$ cat config.mk
export PLATFORM = sky130hd
export DESIGN_NAME = dmem_arb_flat
export DESIGN_NICKNAME = d
export VERILOG_FILES = /design/src/rtl/dmem_arb_pkg.sv /design/src/rtl/dmem_arb_if.sv /design/src/rtl/dmem_arb_sel.sv /design/src/rtl/dmem_arb.sv /design/src/flat_wrapper.sv
export SDC_FILE = /design/constraint.sdc
export NUM_CORES = 1
export LEC_CHECK = 0
export ABC_AREA = 1
export BUFFER_PORTS_ARGS = -buffer_cell sky130_fd_sc_hd__buf_2
export CORE_AREA = 2 2 107 109
export CTS_CLUSTER_DIAMETER = 40
export DETAILED_ROUTE_END_ITERATION = 6
export DIE_AREA = 0 0 109 111
export PLACE_DENSITY = 0.58
export SETUP_SLACK_MARGIN = 0.2
export SLEW_MARGIN = 0
export SYNTH_ARGS = -nofsm -noshare
export SYNTH_HDL_FRONTEND = slang
export SYNTH_SLANG_ARGS = --single-unit
$ cat constraint.sdc
create_clock -name clk -period 2.24 [get_ports clk]
set_clock_uncertainty 0.1 [all_clocks]
set_input_delay 0.224 -clock clk [delete_from_list [all_inputs] [get_ports clk]]
set_output_delay 0.224 -clock clk [all_outputs]
set_load 0.02 [all_outputs]
$ cat src/rtl/dmem_arb_pkg.sv
// ============================================================================
// Module   : dmem_arb_pkg
// Brief    : Shared types and requester IDs for the data-SRAM arbiter.
// Revision : 1.0 - initial release
// ============================================================================
`default_nettype none

package dmem_arb_pkg;

    typedef enum logic {ARB_FREE, ARB_LOCK} arb_st_t;

    typedef logic arb_id_t;

    localparam arb_id_t ID_CORE = 1'b0;
    localparam arb_id_t ID_EXT  = 1'b1;

endpackage

`default_nettype wire

$ cat src/rtl/dmem_arb_if.sv
// ============================================================================
// Module   : dmem_arb_if
// Brief    : Requester 0/1 ports and SRAM bus of the data-SRAM arbiter.
// Revision : 1.0 - initial release
// ============================================================================
`default_nettype none

interface dmem_arb_if #(
    parameter int AW = 16,
    parameter int DW = 32
);
    logic            m0_req;
    logic [AW-1:0]   m0_a;
    logic [DW/8-1:0] m0_we;
    logic [DW-1:0]   m0_wd;
    logic [DW/8-1:0] m0_re;
    logic            m0_gnt;
    logic            m0_rvld;
    logic [DW-1:0]   m0_rd;

    logic            m1_req;
    logic [AW-1:0]   m1_a;
    logic [DW/8-1:0] m1_we;
    logic [DW-1:0]   m1_wd;
    logic [DW/8-1:0] m1_re;
    logic            m1_lock;
    logic            m1_gnt;
    logic            m1_rvld;
    logic [DW-1:0]   m1_rd;

    logic [AW-1:0]   dat_a;
    logic [DW/8-1:0] dat_we;
    logic [DW-1:0]   dat_wd;
    logic [DW/8-1:0] dat_re;
    logic [DW-1:0]   dat_rd;

    // Requesters plus SRAM side
    modport master (
        output m0_req, m0_a, m0_we, m0_wd, m0_re,
        output m1_req, m1_a, m1_we, m1_wd, m1_re, m1_lock,
        input  m0_gnt, m0_rvld, m0_rd,
        input  m1_gnt, m1_rvld, m1_rd,
        input  dat_a, dat_we, dat_wd, dat_re,
        output dat_rd
    );

    modport slave (
        input  m0_req, m0_a, m0_we, m0_wd, m0_re,
        input  m1_req, m1_a, m1_we, m1_wd, m1_re, m1_lock,
        output m0_gnt, m0_rvld, m0_rd,
        output m1_gnt, m1_rvld, m1_rd,
        output dat_a, dat_we, dat_wd, dat_re,
        input  dat_rd
    );

endinterface

`default_nettype wire

$ cat src/rtl/dmem_arb_sel.sv
// ============================================================================
// Module   : dmem_arb_sel
// Brief    : Combinational winner select; tie rule set by DMEM_ARB_RR_EN.
// Revision : 1.0 - initial release
// ============================================================================
`default_nettype none

module dmem_arb_sel
    import dmem_arb_pkg::*;
(
    input  logic    m0_req_i,
    input  logic    m1_req_i,
    input  arb_st_t st_i,
`ifdef DMEM_ARB_RR_EN
    input  arb_id_t last_i,
`else
    input  logic    wait_sat_i,
`endif
    output logic    m0_gnt_o,
    output logic    m1_gnt_o
);

    logic w_ext_wins_tie;

`ifdef DMEM_ARB_RR_EN
    assign w_ext_wins_tie = (last_i == ID_CORE);
`else
    assign w_ext_wins_tie = wait_sat_i;
`endif

    always_comb begin
        m0_gnt_o = 1'b0;
        m1_gnt_o = 1'b0;
        if (st_i == ARB_LOCK) begin
            m1_gnt_o = m1_req_i;
        end else if (m0_req_i && m1_req_i) begin
            m1_gnt_o = w_ext_wins_tie;
            m0_gnt_o = !w_ext_wins_tie;
        end else begin
            m0_gnt_o = m0_req_i;
            m1_gnt_o = m1_req_i;
        end
    end

endmodule

`default_nettype wire

$ cat src/rtl/dmem_arb.sv
// ============================================================================
// Module   : dmem_arb
// Brief    : Two-requester data-SRAM arbiter with bounded lock and read return.
//            Define DMEM_ARB_RR_EN for round-robin instead of fixed priority.
// Revision : 1.0 - initial release
// ============================================================================
`default_nettype none

module dmem_arb
    import dmem_arb_pkg::*;
#(
    parameter int AW       = 16,
    parameter int DW       = 32,
    parameter int MAXWAIT  = 8,
    parameter int LOCK_MAX = 16
) (
    input  logic       clk,
    input  logic       rst,
    dmem_arb_if.slave  bus
);

    localparam int BW = DW / 8;
    localparam int LW = $clog2(LOCK_MAX + 1);

    arb_st_t       st_q, st_d;
    logic [LW-1:0] lock_q, lock_d;
    logic          rd_pend_q, rd_pend_d;
    arb_id_t       rd_owner_q, rd_owner_d;

    logic          w_sel0, w_sel1, w_gnt0, w_gnt1;
    logic          w_rvld0, w_rvld1;
    logic [AW-1:0] w_a;
    logic [BW-1:0] w_we, w_re;
    logic [DW-1:0] w_wd;

`ifdef DMEM_ARB_RR_EN
    // Holds the requester favoured on the next tie, so reset 0 lets requester 0 win first
    arb_id_t nxt_q, nxt_d;

    always_comb begin
        nxt_d = nxt_q;
        if (w_gnt0)      nxt_d = ID_EXT;
        else if (w_gnt1) nxt_d = ID_CORE;
    end

    always_ff @(posedge clk or posedge rst) begin
        if (rst) nxt_q <= ID_CORE;
        else     nxt_q <= nxt_d;
    end

    dmem_arb_sel u_sel (
        .m0_req_i (bus.m0_req),
        .m1_req_i (bus.m1_req),
        .st_i     (st_q),
        .last_i   (~nxt_q),
        .m0_gnt_o (w_sel0),
        .m1_gnt_o (w_sel1)
    );
`else
    localparam int WW = $clog2(MAXWAIT + 1);

    logic [WW-1:0] wait_q, wait_d;
    logic          w_wait_sat;

    assign w_wait_sat = (wait_q == WW'(MAXWAIT));

    always_comb begin
        wait_d = wait_q;
        if (w_gnt1)                         wait_d = '0;
        else if (bus.m1_req && !w_wait_sat) wait_d = wait_q + WW'(1);
    end

    always_ff @(posedge clk or posedge rst) begin
        if (rst) wait_q <= '0;
        else     wait_q <= wait_d;
    end

    dmem_arb_sel u_sel (
        .m0_req_i   (bus.m0_req),
        .m1_req_i   (bus.m1_req),
        .st_i       (st_q),
        .wait_sat_i (w_wait_sat),
        .m0_gnt_o   (w_sel0),
        .m1_gnt_o   (w_sel1)
    );
`endif

    assign w_gnt0 = w_sel0 && !rst;
    assign w_gnt1 = w_sel1 && !rst;

    // Lock length counts every granted cycle of the episode, including the entry cycle
    always_comb begin
        st_d   = st_q;
        lock_d = lock_q;
        case (st_q)
            ARB_FREE: begin
                if (w_gnt1 && bus.m1_lock && (LOCK_MAX > 1)) begin
                    st_d   = ARB_LOCK;
                    lock_d = LW'(1);
                end
            end
            ARB_LOCK: begin
                lock_d = lock_q + LW'(1);
                if (!bus.m1_lock || !bus.m1_req || (lock_q == LW'(LOCK_MAX - 1))) begin
                    st_d   = ARB_FREE;
                    lock_d = '0;
                end
            end
            default: begin
                st_d   = ARB_FREE;
                lock_d = '0;
            end
        endcase
    end

    // A request carrying both enables is a write, so its read enables are dropped
    always_comb begin
        w_a  = '0;
        w_we = '0;
        w_wd = '0;
        w_re = '0;
        if (w_gnt0) begin
            w_a  = bus.m0_a;
            w_we = bus.m0_we;
            w_wd = bus.m0_wd;
            w_re = (|bus.m0_we) ? '0 : bus.m0_re;
        end else if (w_gnt1) begin
            w_a  = bus.m1_a;
            w_we = bus.m1_we;
            w_wd = bus.m1_wd;
            w_re = (|bus.m1_we) ? '0 : bus.m1_re;
        end
    end

    assign rd_pend_d  = |w_re;
    assign rd_owner_d = w_gnt1 ? ID_EXT : ID_CORE;

    always_ff @(posedge clk or posedge rst) begin
        if (rst) begin
            st_q       <= ARB_FREE;
            lock_q     <= '0;
            rd_pend_q  <= 1'b0;
            rd_owner_q <= ID_CORE;
        end else begin
            st_q       <= st_d;
            lock_q     <= lock_d;
            rd_pend_q  <= rd_pend_d;
            rd_owner_q <= rd_owner_d;
        end
    end

    assign w_rvld0 = rd_pend_q && (rd_owner_q == ID_CORE);
    assign w_rvld1 = rd_pend_q && (rd_owner_q == ID_EXT);

    assign bus.m0_gnt  = w_gnt0;
    assign bus.m1_gnt  = w_gnt1;
    assign bus.m0_rvld = w_rvld0;
    assign bus.m1_rvld = w_rvld1;
    assign bus.m0_rd   = w_rvld0 ? bus.dat_rd : '0;
    assign bus.m1_rd   = w_rvld1 ? bus.dat_rd : '0;
    assign bus.dat_a   = w_a;
    assign bus.dat_we  = w_we;
    assign bus.dat_wd  = w_wd;
    assign bus.dat_re  = w_re;

endmodule

`default_nettype wire

$ cat src/flat_wrapper.sv
// flat-port wrapper written by rule: the top's interface ports become plain ports
module dmem_arb_flat import dmem_arb_pkg::*;
#(
    parameter int AW       = 16,
    parameter int DW       = 32,
    parameter int MAXWAIT  = 8,
    parameter int LOCK_MAX = 16
)
  (clk, rst, bus_m0_req, bus_m0_a, bus_m0_we, bus_m0_wd, bus_m0_re, bus_m1_req, bus_m1_a, bus_m1_we, bus_m1_wd, bus_m1_re, bus_m1_lock, bus_m0_gnt, bus_m0_rvld, bus_m0_rd, bus_m1_gnt, bus_m1_rvld, bus_m1_rd, bus_dat_a, bus_dat_we, bus_dat_wd, bus_dat_re, bus_dat_rd);
  dmem_arb_if #(.AW(AW), .DW(DW)) bus_i ();
  input  logic clk;
  input  logic rst;
  input wire logic [$bits(bus_i.m0_req)-1:0] bus_m0_req;
  input wire logic [$bits(bus_i.m0_a)-1:0] bus_m0_a;
  input wire logic [$bits(bus_i.m0_we)-1:0] bus_m0_we;
  input wire logic [$bits(bus_i.m0_wd)-1:0] bus_m0_wd;
  input wire logic [$bits(bus_i.m0_re)-1:0] bus_m0_re;
  input wire logic [$bits(bus_i.m1_req)-1:0] bus_m1_req;
  input wire logic [$bits(bus_i.m1_a)-1:0] bus_m1_a;
  input wire logic [$bits(bus_i.m1_we)-1:0] bus_m1_we;
  input wire logic [$bits(bus_i.m1_wd)-1:0] bus_m1_wd;
  input wire logic [$bits(bus_i.m1_re)-1:0] bus_m1_re;
  input wire logic [$bits(bus_i.m1_lock)-1:0] bus_m1_lock;
  output wire logic [$bits(bus_i.m0_gnt)-1:0] bus_m0_gnt;
  output wire logic [$bits(bus_i.m0_rvld)-1:0] bus_m0_rvld;
  output wire logic [$bits(bus_i.m0_rd)-1:0] bus_m0_rd;
  output wire logic [$bits(bus_i.m1_gnt)-1:0] bus_m1_gnt;
  output wire logic [$bits(bus_i.m1_rvld)-1:0] bus_m1_rvld;
  output wire logic [$bits(bus_i.m1_rd)-1:0] bus_m1_rd;
  output wire logic [$bits(bus_i.dat_a)-1:0] bus_dat_a;
  output wire logic [$bits(bus_i.dat_we)-1:0] bus_dat_we;
  output wire logic [$bits(bus_i.dat_wd)-1:0] bus_dat_wd;
  output wire logic [$bits(bus_i.dat_re)-1:0] bus_dat_re;
  input wire logic [$bits(bus_i.dat_rd)-1:0] bus_dat_rd;
  assign bus_i.m0_req = bus_m0_req;
  assign bus_i.m0_a = bus_m0_a;
  assign bus_i.m0_we = bus_m0_we;
  assign bus_i.m0_wd = bus_m0_wd;
  assign bus_i.m0_re = bus_m0_re;
  assign bus_i.m1_req = bus_m1_req;
  assign bus_i.m1_a = bus_m1_a;
  assign bus_i.m1_we = bus_m1_we;
  assign bus_i.m1_wd = bus_m1_wd;
  assign bus_i.m1_re = bus_m1_re;
  assign bus_i.m1_lock = bus_m1_lock;
  assign bus_m0_gnt = bus_i.m0_gnt;
  assign bus_m0_rvld = bus_i.m0_rvld;
  assign bus_m0_rd = bus_i.m0_rd;
  assign bus_m1_gnt = bus_i.m1_gnt;
  assign bus_m1_rvld = bus_i.m1_rvld;
  assign bus_m1_rd = bus_i.m1_rd;
  assign bus_dat_a = bus_i.dat_a;
  assign bus_dat_we = bus_i.dat_we;
  assign bus_dat_wd = bus_i.dat_wd;
  assign bus_dat_re = bus_i.dat_re;
  assign bus_i.dat_rd = bus_dat_rd;
  dmem_arb #(.AW(AW), .DW(DW), .MAXWAIT(MAXWAIT), .LOCK_MAX(LOCK_MAX)) u_core (.clk(clk), .rst(rst), .bus(bus_i));
endmodule
# [After elaboration in Yosys (flattened, before gate mapping)]
# Cells that the tools add are included.
# Widths: inputs -> output; s select.
[word_totals] regBits=12 latch_bits=0 ramBits=0 rom_bits=0 in_bits=149 word_cells=54 mem_count=0
[op_classes] addsub=2 multipliers=0 n_div=0 order_cmp=0 eq_ne=3 n_shift=0 n_mux=25 bitwise=2 n_reduce_logical=17
[ops] op="$mux 32" count=4
[ops] op="$mux 16" count=2
[ops] op="$mux 4" count=8
[ops] op="$reduce_or 4->1" count=3
[ops] op="$mux 5" count=2
[ops] op="$pmux 5 s2" count=1
[ops] op="$logic_and 1x1->1" count=7
[ops] op="$mux 1" count=7
[ops] op="$add 5x1->5 const B" count=1
[ops] op="$eq 5x4->1 const B" count=1
[ops] op="$add 4x1->4 const B" count=1
[ops] op="$eq 4x4->1 const B" count=1
[ops] op="$logic_not 1->1" count=4
[ops] op="$logic_or 1x1->1" count=2
[ops] op="$ne 2x1->1 const B" count=1
[ops] op="$not 1->1" count=2
[ops] op="$pmux 1 s2" count=1
[ops] op="$reduce_bool 2->1" count=1

# [Longest topological paths before layout]
# Gate-level depths: netlist (run 1).
[logic_depth] word_depth=7 depth_mapped=9 mapped_depth_nobuf=9

# [Cells and area by module]
# A second synthesis (run 1) with hierarchy kept.
[hier_totals] hier_cells=384 area_unflattened_um2=1904.3
[by_module_without_submodules] module="dmem_arb" n_inst=1 cells_each=377 area_each_um2=1873.0
[by_module_without_submodules] module="dmem_arb_sel" n_inst=1 cells_each=7 area_each_um2=31.3

# [Worst setup path before layout (run 1)]
# No wires, ideal clock.
[synth_timing] path_type="reg-to-output" start="reg u_core.wait_q[0]" end="out bus_dat_a[10]" t_arrival_ns=1.379 required_time_ns=1.916 path_slack_ns=0.537 stages_incl_launch_ff=10 path_cell_list="dfrtp_1 > inv_1 > ha_1 > nand3_1 > nand2_4 > nand2_4 > inv_6 > buf_12 > nand2_2 > nand2_1"
[synth_via] elab_chain_len=6
[synth_rtl] item="start: declaration" line="dmem_arb.sv:62" rtl="logic [WW-1:0] wait_q, wait_d;"
[synth_rtl] item="start signal: assignment" line="dmem_arb.sv:75" rtl="else wait_q <= wait_d;"
[synth_rtl] item="$eq 4x4->1" line="dmem_arb.sv:65" rtl="assign w_wait_sat = (wait_q == WW'(MAXWAIT));"
[synth_rtl] item="$mux 1" line="dmem_arb_sel.sv:36" rtl="end else if (m0_req_i && m1_req_i) begin"
[synth_rtl] item="$mux 1" line="dmem_arb_sel.sv:34" rtl="if (st_i == ARB_LOCK) begin"
[synth_rtl] item="$logic_and 1x1->1" line="dmem_arb.sv:89" rtl="assign w_gnt1 = w_sel1 && !rst;"
[synth_rtl] item="named net bus_m1_gnt" line="flat_wrapper.sv:27" rtl="output wire logic [$bits(bus_i.m1_gnt)-1:0] bus_m1_gnt;"
[synth_rtl] item="$mux 16" line="dmem_arb.sv:127" rtl="end else if (w_gnt1) begin"
[synth_rtl] item="$mux 16" line="dmem_arb.sv:122" rtl="if (w_gnt0) begin"
[synth_rtl] item="end: declaration" line="flat_wrapper.sv:30" rtl="output wire logic [$bits(bus_i.dat_a)-1:0] bus_dat_a;"
# The timed path passes the listed nets, and every way through them passes these cells.

# [Worst setup path in the final report (run 1)]
[layout_timing] start="reg u_core.wait_q[0]" end="out bus_dat_a[13]"
[layout_via] elab_chain_len=6
[layout_rtl] item="$eq 4x4->1 *" line="dmem_arb.sv:65"
[layout_rtl] item="$mux 1 / $logic_not 1->1 (equally long branches)" line="dmem_arb_sel.sv:36, dmem_arb_sel.sv:38"
[layout_rtl] item="$mux 1 (on tied branches)" line="dmem_arb_sel.sv:34, dmem_arb_sel.sv:36"
[layout_rtl] item="$logic_and 1x1->1 / $mux 1 (equally long branches)" line="dmem_arb.sv:89, dmem_arb_sel.sv:34"
[layout_rtl] item="$mux 16 / $logic_and 1x1->1 (equally long branches)" line="dmem_arb.sv:127, dmem_arb.sv:88"
[layout_rtl] item="$mux 16 *" line="dmem_arb.sv:122"
# Mark *: on every way between the ends. The rest lies on a longest branch, timed or not.

==> run_results.csv, run 1 <==
group,metric,value,unit
pwr,p_leak,2.838,nW
sta,setup_viol,0,
placement,port_buffers,272,
worst_setup_path,cp_slowest_cell,"dfrtp_1",
worst_setup_path,crit_chain,"inv_2 > ha_4 > nand4_1 > nand2_4 > clkinv_8 > clkbuf_16 > nand2_1 > nand2_1 > buf_2",
floorplanning,initial_utilization,0.1747,
placement,hpwl,7660,um
pwr,p_total,0.001641,W
cts,clockRootBuffer,"clkbuf_16",
worst_setup_path,start_kind,"register",
final_layout,layout_commonest_cell,"buf_2",
route,drc,0,
floorplanning,dieArea,12100,um^2
worst_setup_path,critPathMaxFanout,14,
route,ant_nets,0,
sta,timing.slew.headroom,0.6638,
global_routing,grt.total_usage,0.1420,
sta,tns,0,ns
pwr,power_density,383.8,nW/um^2
worst_setup_path,max_stage_delay,0.38,ns
worst_hold_path,hp-class,"in -> reg",
route,wl_per_cell,12.92,um
final_layout,layout_common_cells,"buf_2 (236), nand2_1 (126), nor2_1 (84)",
route,dr.max_layer_used,"met4",
route,vias_per_cell,4.051,
floorplanning,placementRows,39,
worst_setup_path,critPathCaptureType,"output port",
synth,ys_types,24,
final_layout,area_growth,120.9,%
synth,synth_area_per_cell,5.028,um^2
global_routing,grt_max_degree,34,
floorplanning,num_io_pins,273,
route,met3_length,983,um
placement,finalWeightedCongestion,0.8104,
cts,worstSkewPairLatency,0.24,ns
route,dr_total_vias,3322,
synth,synth_seq_area_share,0.1551,
global_routing,grt_pass1_wl,13660,um
sta,hold_viol_final,0,
worst_setup_path,arrival,1.75,ns
route,drt_iter0_markers,181,
sta,holdWs,0.1726,ns
floorplanning,die_x,109,um
floorplanning,dieHeight,111,um
worst_setup_path,cpMostUsedCell,"nand2_1",
synth,synth_nets,538,
synth,synth_warnings,0,
cts,clk_pin_slew,0.05,ns
route,drt-total-wl,10600,um
cts,cts.sinks,12,
route,wirelength_met1,4051,um
final_layout,n_fill_cell,1218,
placement,place_area,3427,um^2
worst_setup_path,path_class,"reg -> out",
outcome,outcome,"finished, final reports clean",
sta,post-route-min-period,2.073,ns
synth,ys_seq_elements,12,
final_layout,finish.instance_area,4277,um^2
synth,synth_cells,385,
cts,cts_tree,"yes",
cts,clk_path_buf_depth,2,
sta,drv_slew,0,
synth,synthesis.area,1936,um^2
flow_run,maxCapViolCount,0,
route,dr.pass1.iters,4,
sta,min_period_over_period,0.9255,
final_layout,drive_above_1_share,0.5480,
sta,worst_pin_slew,0.5038,ns
global_routing,antenna_found_initial,0,
pwr,vdd_drop_max,0.0002072,V
global_routing,grt_pass1_vias,2855,
sta,fmax,482.4,MHz
global_routing,overflow,0,
final_layout,nets,831,
cts,htree_levels,1,
cts,numCtsBuffers,3,
route,routed-wl-met2,5412,um
final_layout,diodes,0,
floorplanning,core_area,11080,um^2
worst_setup_path,crit_required,1.92,ns
sta,rsz0062_at_grt,"true",
final_layout,fin_util,0.3861,
==> kinds of logic (layout without fill, tap and decap cells) <==
group                    Yosys count  in the layout  synth area share
AO/OA/AOI/OAI                     10             10           0.03038
XOR/XNOR                           1              1          0.004526
adder cells (fa/ha/maj)            4              4           0.02586
buffers and inverters             75            367            0.1926
flip-flops                        12             12            0.1551
AND/OR/NAND/NOR                  283            283            0.5915
==> registers in the layout (all words and copies together) (netlist names) <==
register	flops
u_core.lock_q	5
u_core.rd_owner_q	1
u_core.rd_pend_q	1
u_core.st_q	1
u_core.wait_q	4
==> report_power, final <==
group          switching [W]  internal, W
clock               0.000102     0.000270
sequential         0.0000367     0.000257
combinational       0.000516     0.000459
total               0.000655     0.000986
==> metal layers <==
| metal | up-vias | GRT usage |
|---|---|---|
| met5 | - | 0 |
| met3 | 21 | 0.02646 |
| met1 | 1419 | 0.1649 |
| met2 | 177 | 0.2658 |
| met4 | 0 | 0.02735 |
| li1 | 1705 | - |
==> through the flow <==
stage / setup WS (ns) / cells
finish: 0.1669 / 820
global route: 0.09595 / 820
CTS: 0.1774 / 802
detailed placement: 0.3161 / 790
global placement: 0.3384 / 790
floorplan: 0.5370 / 385
==> path summary, 6_finish.rpt <==
check | depth (start not counted) | from | slack (ns) | endpoint
min reg2reg | 2 | u_core.lock_q[4]$_DFFE_PP0P_ | 0.43 | u_core.lock_q[4]$_DFFE_PP0P_
min in group asynchronous | 3 | rst | 0.52 | u_core.rd_owner_q$_DFF_PP0_
max in group asynchronous | 3 | rst | 1.16 | u_core.st_q$_DFF_PP0_
min | 3 | bus_m1_lock | 0.17 | u_core.st_q$_DFF_PP0_
max | 9 | u_core.wait_q[0]$_DFFE_PP0P_ | 0.17 | bus_dat_a[13]
max reg2reg | 9 | u_core.lock_q[0]$_DFFE_PP0P_ | 0.50 | u_core.lock_q[2]$_DFFE_PP0P_
==> Yosys cell counts (all sizes together) <==
cell type	instances	area, um^2
inv	59	229.0
nor3	3	26.28
buf	10	121.4
a21oi	1	5.000
nand4	1	6.260
nor3b	1	7.510
xor2	1	8.760
dfrtp	12	300.3
o21ai	7	38.79
nand3	15	75.07
o21bai	1	7.510
nor2	86	327.8
o211ai	1	7.510
nand2	177	701.9
clkbuf	6	22.52
ha	4	50.05
==> area by class of cell <==
| type | instances | area, um^2 | share of cell area |
|---|---|---|---|
| clock buffers | 4 | 88.84 | 0.02077 |
| inverters | 59 | 246.5 | 0.05764 |
| multi-input cells | 298 | 1464 | 0.3423 |
| flip-flops and latches | 12 | 301.5 | 0.07051 |
| well taps | 143 | 178.9 | 0.04184 |
| repair buffers | 301 | 1973 | 0.4614 |
| repair inverters | 3 | 23.77 | 0.005559 |
==> worst max-delay path, delay by kind of cell (launching register included) <==
family        cells  cell delay [ns]
fa+ha+maj         1             0.14
simple gates      4             0.46
flops             1             0.38
buf+inv           4             0.53
==> timing repair <==
action                                 CTS  global route
setup endpoints to repair               56            57
hold buffers                             1             0
setup buffers                            5            10
gates cloned                             2             8
resized for setup                       39            94
endpoints found under the hold margin   12             0
pin swaps                                2            28
Note: power is estimated with default switching activity, not from simulation.
==> run 2: changes to the inputs <==
--- a/config.mk
+++ b/config.mk
@@ -7,11 +7,15 @@
 export LEC_CHECK = 0
 export ABC_AREA = 1
 export BUFFER_PORTS_ARGS = -buffer_cell sky130_fd_sc_hd__buf_2
-export CORE_AREA = 2 2 107 109
+export CELL_PAD_IN_SITES_DETAIL_PLACEMENT = 0
+export CELL_PAD_IN_SITES_GLOBAL_PLACEMENT = 1
+export CORE_ASPECT_RATIO = 1.5
+export CORE_MARGIN = 2
+export CORE_UTILIZATION = 17
 export CTS_CLUSTER_DIAMETER = 40
 export DETAILED_ROUTE_END_ITERATION = 6
-export DIE_AREA = 0 0 109 111
-export PLACE_DENSITY = 0.58
+export PLACE_DENSITY = 0.89
+export RECOVER_POWER = 25
 export SETUP_SLACK_MARGIN = 0.2
 export SLEW_MARGIN = 0
 export SYNTH_ARGS = -nofsm -noshare
==> run 2 against run 1 <==
Critical path type unchanged. Largest cell class unchanged. Critical path depth increased by 3. Sequential share of layout area up 0.25 points. Routed wire length increased by 0.65%.
==> run_results.csv, run 2 (synthesis gave the netlist of run 1 again) <==
group,metric,value,unit
floorplanning,core_area,11060,um^2
worst_setup_path,crit_chain,"inv_1 > ha_4 > nand3_4 > nand2_4 > nand2_8 > inv_8 > buf_12 > buf_12 > clkbuf_16 > nand2_4 > nand2_2 > buf_6",
sta,worst_pin_slew,0.6594,ns
sta,timing.slew.headroom,0.5604,
global_routing,overflow,0,
final_layout,top_register,"u_core.lock_q",
floorplanning,dieArea,12270,um^2
outcome,outcome,"finished, final reports clean",
sta,hold_viol_final,0,
worst_setup_path,crit_required,1.92,ns
placement,finalWeightedCongestion,0.8150,
final_layout,reg_top3,"u_core.lock_q: 5 flops, u_core.wait_q: 4 flops",
final_layout,finish.instance_area,4129,um^2
route,drt-total-wl,10670,um
sta,post-route-min-period,2.112,ns
worst_setup_path,start_kind,"register",
sta,drv_slew,0,
final_layout,finalNonFillerCells,824,
route,ant_nets,0,
cts,htree_levels,1,
worst_setup_path,cp_slowest_cell,"dfrtp_1",
global_routing,use_met3,0.02734,
worst_setup_path,arrival,1.79,ns
pwr,p_total,0.001597,W
worst_hold_path,hp-class,"in -> reg",
final_layout,nets,830,
placement,port_buffers,272,
route,vias_per_cell,3.973,
route,drt_iter0_markers,97,
final_layout,layout_common_cells,"buf_2 (225), nand2_1 (139), nor2_1 (84)",
pwr,p_leak,2.707,nW
cts,cts.sinks,12,
global_routing,use_met1,0.1699,
floorplanning,placementRows,47,
floorplanning,dieHeight,134.7,um
cts,numCtsBuffers,3,
final_layout,drive_above_1_share,0.4970,
global_routing,grt_use_met2,0.2811,
global_routing,grt_pass1_vias,2952,
sta,tns,0,ns
route,dr.pass1.iters,4,
sta,rsz0062_at_grt,"true",
cts,clk_pin_slew,0.04,ns
flow_run,maxCapViolCount,0,
final_layout,area_growth,113.3,%
worst_setup_path,critPathMaxFanout,6,
sta,min_period_over_period,0.9427,
worst_setup_path,critPathCaptureType,"output port",
sta,setup_viol,0,
sta,fmax,473.6,MHz
route,drc,0,
floorplanning,initial_utilization,0.1751,
route,dr_total_vias,3274,
global_routing,antenna_found_initial,1,
global_routing,grt_pass1_wl,14860,um
cts,clk_path_buf_depth,2,
global_routing,grt_max_degree,34,
floorplanning,num_io_pins,273,
final_layout,largest_reg_flops,5,
global_routing,grt.total_usage,0.1473,
pwr,power_density,386.8,nW/um^2
placement,hpwl,7880,um
cts,worstSkewPairLatency,0.24,ns
floorplanning,die_x,91.13,um
route,wl_per_cell,12.94,um
cts,cts_tree,"yes",
worst_setup_path,path_class,"reg -> out",
placement,dp.cells,793,
worst_setup_path,max_stage_delay,0.38,ns
cts,clockRootBuffer,"clkbuf_16",
global_routing,busiest_layer,"met2",
final_layout,layout_commonest_cell,"buf_2",
placement,place_area,3412,um^2
pwr,vdd_drop_max,0.0004416,V
run 2: metal layers:
layer	routed length [um]	vias up
met5	0	-
met4	95	0
met3	700	10
met2	5703	138
met1	4167	1419
li1	-	1707
run 2: critical path, delay by kind of cell (launching register included):
family	cells	cell delay, ns
adders and majority gates	1	0.16
and+or+nand+nor	5	0.34
buffers and inverters	6	0.68
DFF	1	0.38
run 2: timing repair:
action                                  4_1_cts  5_1_grt
pin swaps                                     4       15
resized for setup                            43       63
gates cloned                                  2        5
hold buffers                                  1        0
hold endpoints to repair                     12        0
endpoints found under the setup margin       68       91
buffers inserted                             12        6
run 2: final cells by class:
| class | instances | area, um^2 |
|---|---|---|
| Sequential cell | 12 | 301.5 |
| Clock buffer | 4 | 88.84 |
| Antenna cell | 1 | 2.502 |
| Tap cell | 147 | 183.9 |
| Multi-Input combinational cell | 298 | 1414 |
| Timing Repair inverter | 1 | 7.507 |
| Fill cell | 1232 | 6927 |
| Timing Repair Buffer | 302 | 1893 |
| Inverter | 59 | 237.7 |
run 2: through the flow:
step	setup WS (ns)	hold WS (ns)	util
2_1_floorplan	0.5370	-0.01130	-
3_3_place_gp	0.3171	0.2021	0.3086
3_5_place_dp	0.2629	0.2176	0.3086
4_1_cts	0.1616	0.1599	0.3447
5_1_grt	0.02862	0.1890	0.3732
6_report	0.1284	0.1604	0.3735
run 2: path summary, 6_finish.rpt:
path	to	start	cells past startpoint	slack [ns]
max	bus_dat_wd[10]	u_core.wait_q[0]$_DFFE_PP0P_	12	0.13
min in group asynchronous	u_core.lock_q[0]$_DFFE_PP0P_	rst	3	0.52
max reg2reg	u_core.lock_q[2]$_DFFE_PP0P_	u_core.lock_q[0]$_DFFE_PP0P_	9	0.42
min reg2reg	u_core.lock_q[4]$_DFFE_PP0P_	u_core.lock_q[4]$_DFFE_PP0P_	2	0.43
max in group asynchronous	u_core.st_q$_DFF_PP0_	rst	3	1.17
min	u_core.st_q$_DFF_PP0_	bus_m1_lock	3	0.16
run 2: power breakdown:
group / internal (W) / leakage, nW / total [W] / switching (W)
sequential: 0.000257 / 0.158 / 0.000296 / 0.0000386
combinational: 0.000439 / 2.50 / 0.000935 / 0.000496
clock: 0.000270 / 0.0442 / 0.000366 / 0.0000962
total: 0.000966 / 2.71 / 0.00160 / 0.000631
==> run 3: changes to the inputs <==
==> constraint.sdc (replaced) <==
create_clock -name clk -period 1.95 [get_ports clk]
set_clock_uncertainty 0.1 [all_clocks]
set_input_delay 0.195 -clock clk [delete_from_list [all_inputs] [get_ports clk]]
set_output_delay 0.195 -clock clk [all_outputs]
set_load 0.02 [all_outputs]
==> run 3 against run 2 <==
The flow now finishes with violations (setup timing). Clock power up 13%. Via count increased by 3.3%. Cell area increased by 17%. Critical endpoint is now bus_dat_wd[24]. Highest routed layer is now met5. Critical path depth fell by 1. Sequential share of layout area shrank 1.1 points. Critical path type unchanged. Combinational power rose by 37%.
==> run_results.csv, run 3 (synthesis gave the netlist of run 1 again) <==
group,metric,value,unit
outcome,outcome,"complete, but fails checks",
outcome,failed_checks,"setup timing",
global_routing,grt.total_usage,0.1609,
route,drc,0,
pwr,p_total,0.002038,W
placement,hpwl,8078,um
route,dr.pass1.iters,4,
global_routing,grt_max_degree,34,
route,wl_per_cell,13.77,um
sta,hold_viol_final,0,
floorplanning,placementRows,47,
cts,clockRootBuffer,"clkbuf_16",
sta,min_period_over_period,1.016,
final_layout,drive_above_1_share,0.6505,
worst_setup_path,start_kind,"register",
route,drt_iter0_markers,31,
worst_setup_path,crit_required,1.65,ns
worst_setup_path,arrival,1.69,ns
cts,clk_path_buf_depth,2,
worst_hold_path,whs_path_depth,3,
final_layout,top_register,"u_core.lock_q",
worst_setup_path,critPathCaptureType,"output port",
pwr,power_density,421.9,nW/um^2
placement,dp.cells,798,
sta,setup_ws,-0.03148,ns
final_layout,finalNonFillerCells,831,
floorplanning,initial_utilization,0.1751,
route,drt-total-wl,11450,um
cts,cts.sinks,12,
sta,tns,-0.1668,ns
final_layout,largest_reg_flops,5,
sta,drv_slew,0,
sta,post-route-min-period,1.981,ns
flow_run,maxCapViolCount,0,
cts,htree_levels,1,
sta,timing.slew.headroom,0.6373,
floorplanning,dieArea,12270,um^2
global_routing,antenna_found_initial,4,
global_routing,grt_pass1_wl,16170,um
route,vias_per_cell,4.069,
worst_setup_path,path_class,"reg -> out",
placement,port_buffers,272,
route,dr_total_vias,3381,
floorplanning,die_x,91.13,um
worst_setup_path,reg2reg_depth,10,
sta,setup_viol,13,
cts,worstSkewPairLatency,0.24,ns
floorplanning,core_area,11060,um^2
worst_setup_path,critPathMaxFanout,6,
sta,worst_pin_slew,0.5423,ns
pwr,vdd_drop_max,0.0004635,V
worst_hold_path,hp-class,"in -> reg",
cts,numCtsBuffers,3,
route,ant_nets,0,
pwr,p_leak,3.158,nW
floorplanning,num_io_pins,273,
final_layout,area_growth,149.6,%
sta,fmax,504.7,MHz
floorplanning,dieHeight,134.7,um
placement,finalWeightedCongestion,0.8098,
cts,cts_tree,"yes",
final_layout,nets,835,
final_layout,layout_common_cells,"buf_2 (214), nor2_1 (83), nand2_2 (65)",
global_routing,overflow,0,
cts,clk_pin_slew,0.04,ns
final_layout,fin_util,0.4370,
final_layout,layout_commonest_cell,"buf_2",
sta,holdWs,0.1288,ns
final_layout,reg_top3,"u_core.lock_q: 5 flops, u_core.wait_q: 4 flops",
sta,rsz0062_at_grt,"true",
global_routing,grt_pass1_vias,3225,
[run 3: cell count changes in the layout (fill, tap and decap cells not counted), sizes merged]
cell	previous run	this run
buf	276	300
clkbuf	29	11
clkinvlp	2	0
diode	1	3
inv	58	59
[run 3: critical path: stages (launching register included)]
cell     delay [ns]
dfrtp_1        0.39
inv_2          0.09
ha_4           0.15
nand3_4        0.08
nand2_4        0.08
nand2_4        0.06
inv_8          0.10
buf_12         0.12
buf_16         0.12
nand2_1        0.06
nand2_2        0.08
buf_6          0.12
[run 3: final timing paths]
| check | start | endpoint | slack, ns |
|---|---|---|---|
| max | u_core.wait_q[1]$_DFFE_PP0P_ | bus_dat_wd[24] | -0.03 |
| min | bus_m1_lock | u_core.st_q$_DFF_PP0_ | 0.13 |
| max reg2reg | u_core.wait_q[1]$_DFFE_PP0P_ | u_core.rd_pend_q$_DFF_PP0_ | 0.28 |
| min reg2reg | u_core.lock_q[4]$_DFFE_PP0P_ | u_core.lock_q[4]$_DFFE_PP0P_ | 0.45 |
| max in group asynchronous | rst | u_core.st_q$_DFF_PP0_ | 0.84 |
| min in group asynchronous | rst | u_core.wait_q[0]$_DFFE_PP0P_ | 0.53 |
[run 3: what timing repair did]
item | in CTS | in global routing
hold buffers | 1 | 0
pin swaps | 21 | 17
setup endpoints to repair | 61 | 97
endpoints found under the hold margin | 12 | 0
resized for setup | 204 | 84
gates cloned | 2 | 7
buffers inserted | 12 | 4
[run 3: through the flow]
stage	area [um^2]	setup slack, ns
6_report	4831	-0.03148
5_1_grt	4823	-0.1251
4_1_cts	4365	-0.01622
3_5_place_dp	3462	0.08517
3_3_place_gp	3462	0.1184
2_1_floorplan	1936	0.2760
[run 3: layout make-up]
cell class / instances / area (um^2)
antenna: 3 / 7.507
clock buffer: 4 / 88.84
fill: 1147 / 6225
inverter: 59 / 236.5
multi-input combinational: 298 / 1828
sequential: 12 / 301.5
tap: 147 / 183.9
timing repair buffer: 308 / 2185
[run 3: per-layer routing]
| metal | GRT usage | vias to the layer above | part of all wire |
|---|---|---|---|
| li1 | - | 1724 | - |
| met3 | 0.04520 | 20 | 0.080 |
| met2 | 0.3152 | 152 | 0.55 |
| met1 | 0.1682 | 1483 | 0.35 |
| met5 | 0 | - | 0.0010 |
| met4 | 0.03451 | 2 | 0.016 |
[run 3: report_power, final]
| part | total [W] | internal (W) | switching [W] | leakage (nW) |
|---|---|---|---|---|
| logic | 0.00128 | 0.000622 | 0.000663 | 2.96 |
| clock network | 0.000415 | 0.000309 | 0.000106 | 0.0442 |
| registers | 0.000338 | 0.000296 | 0.0000428 | 0.158 |
| total | 0.00204 | 0.00123 | 0.000811 | 3.16 |
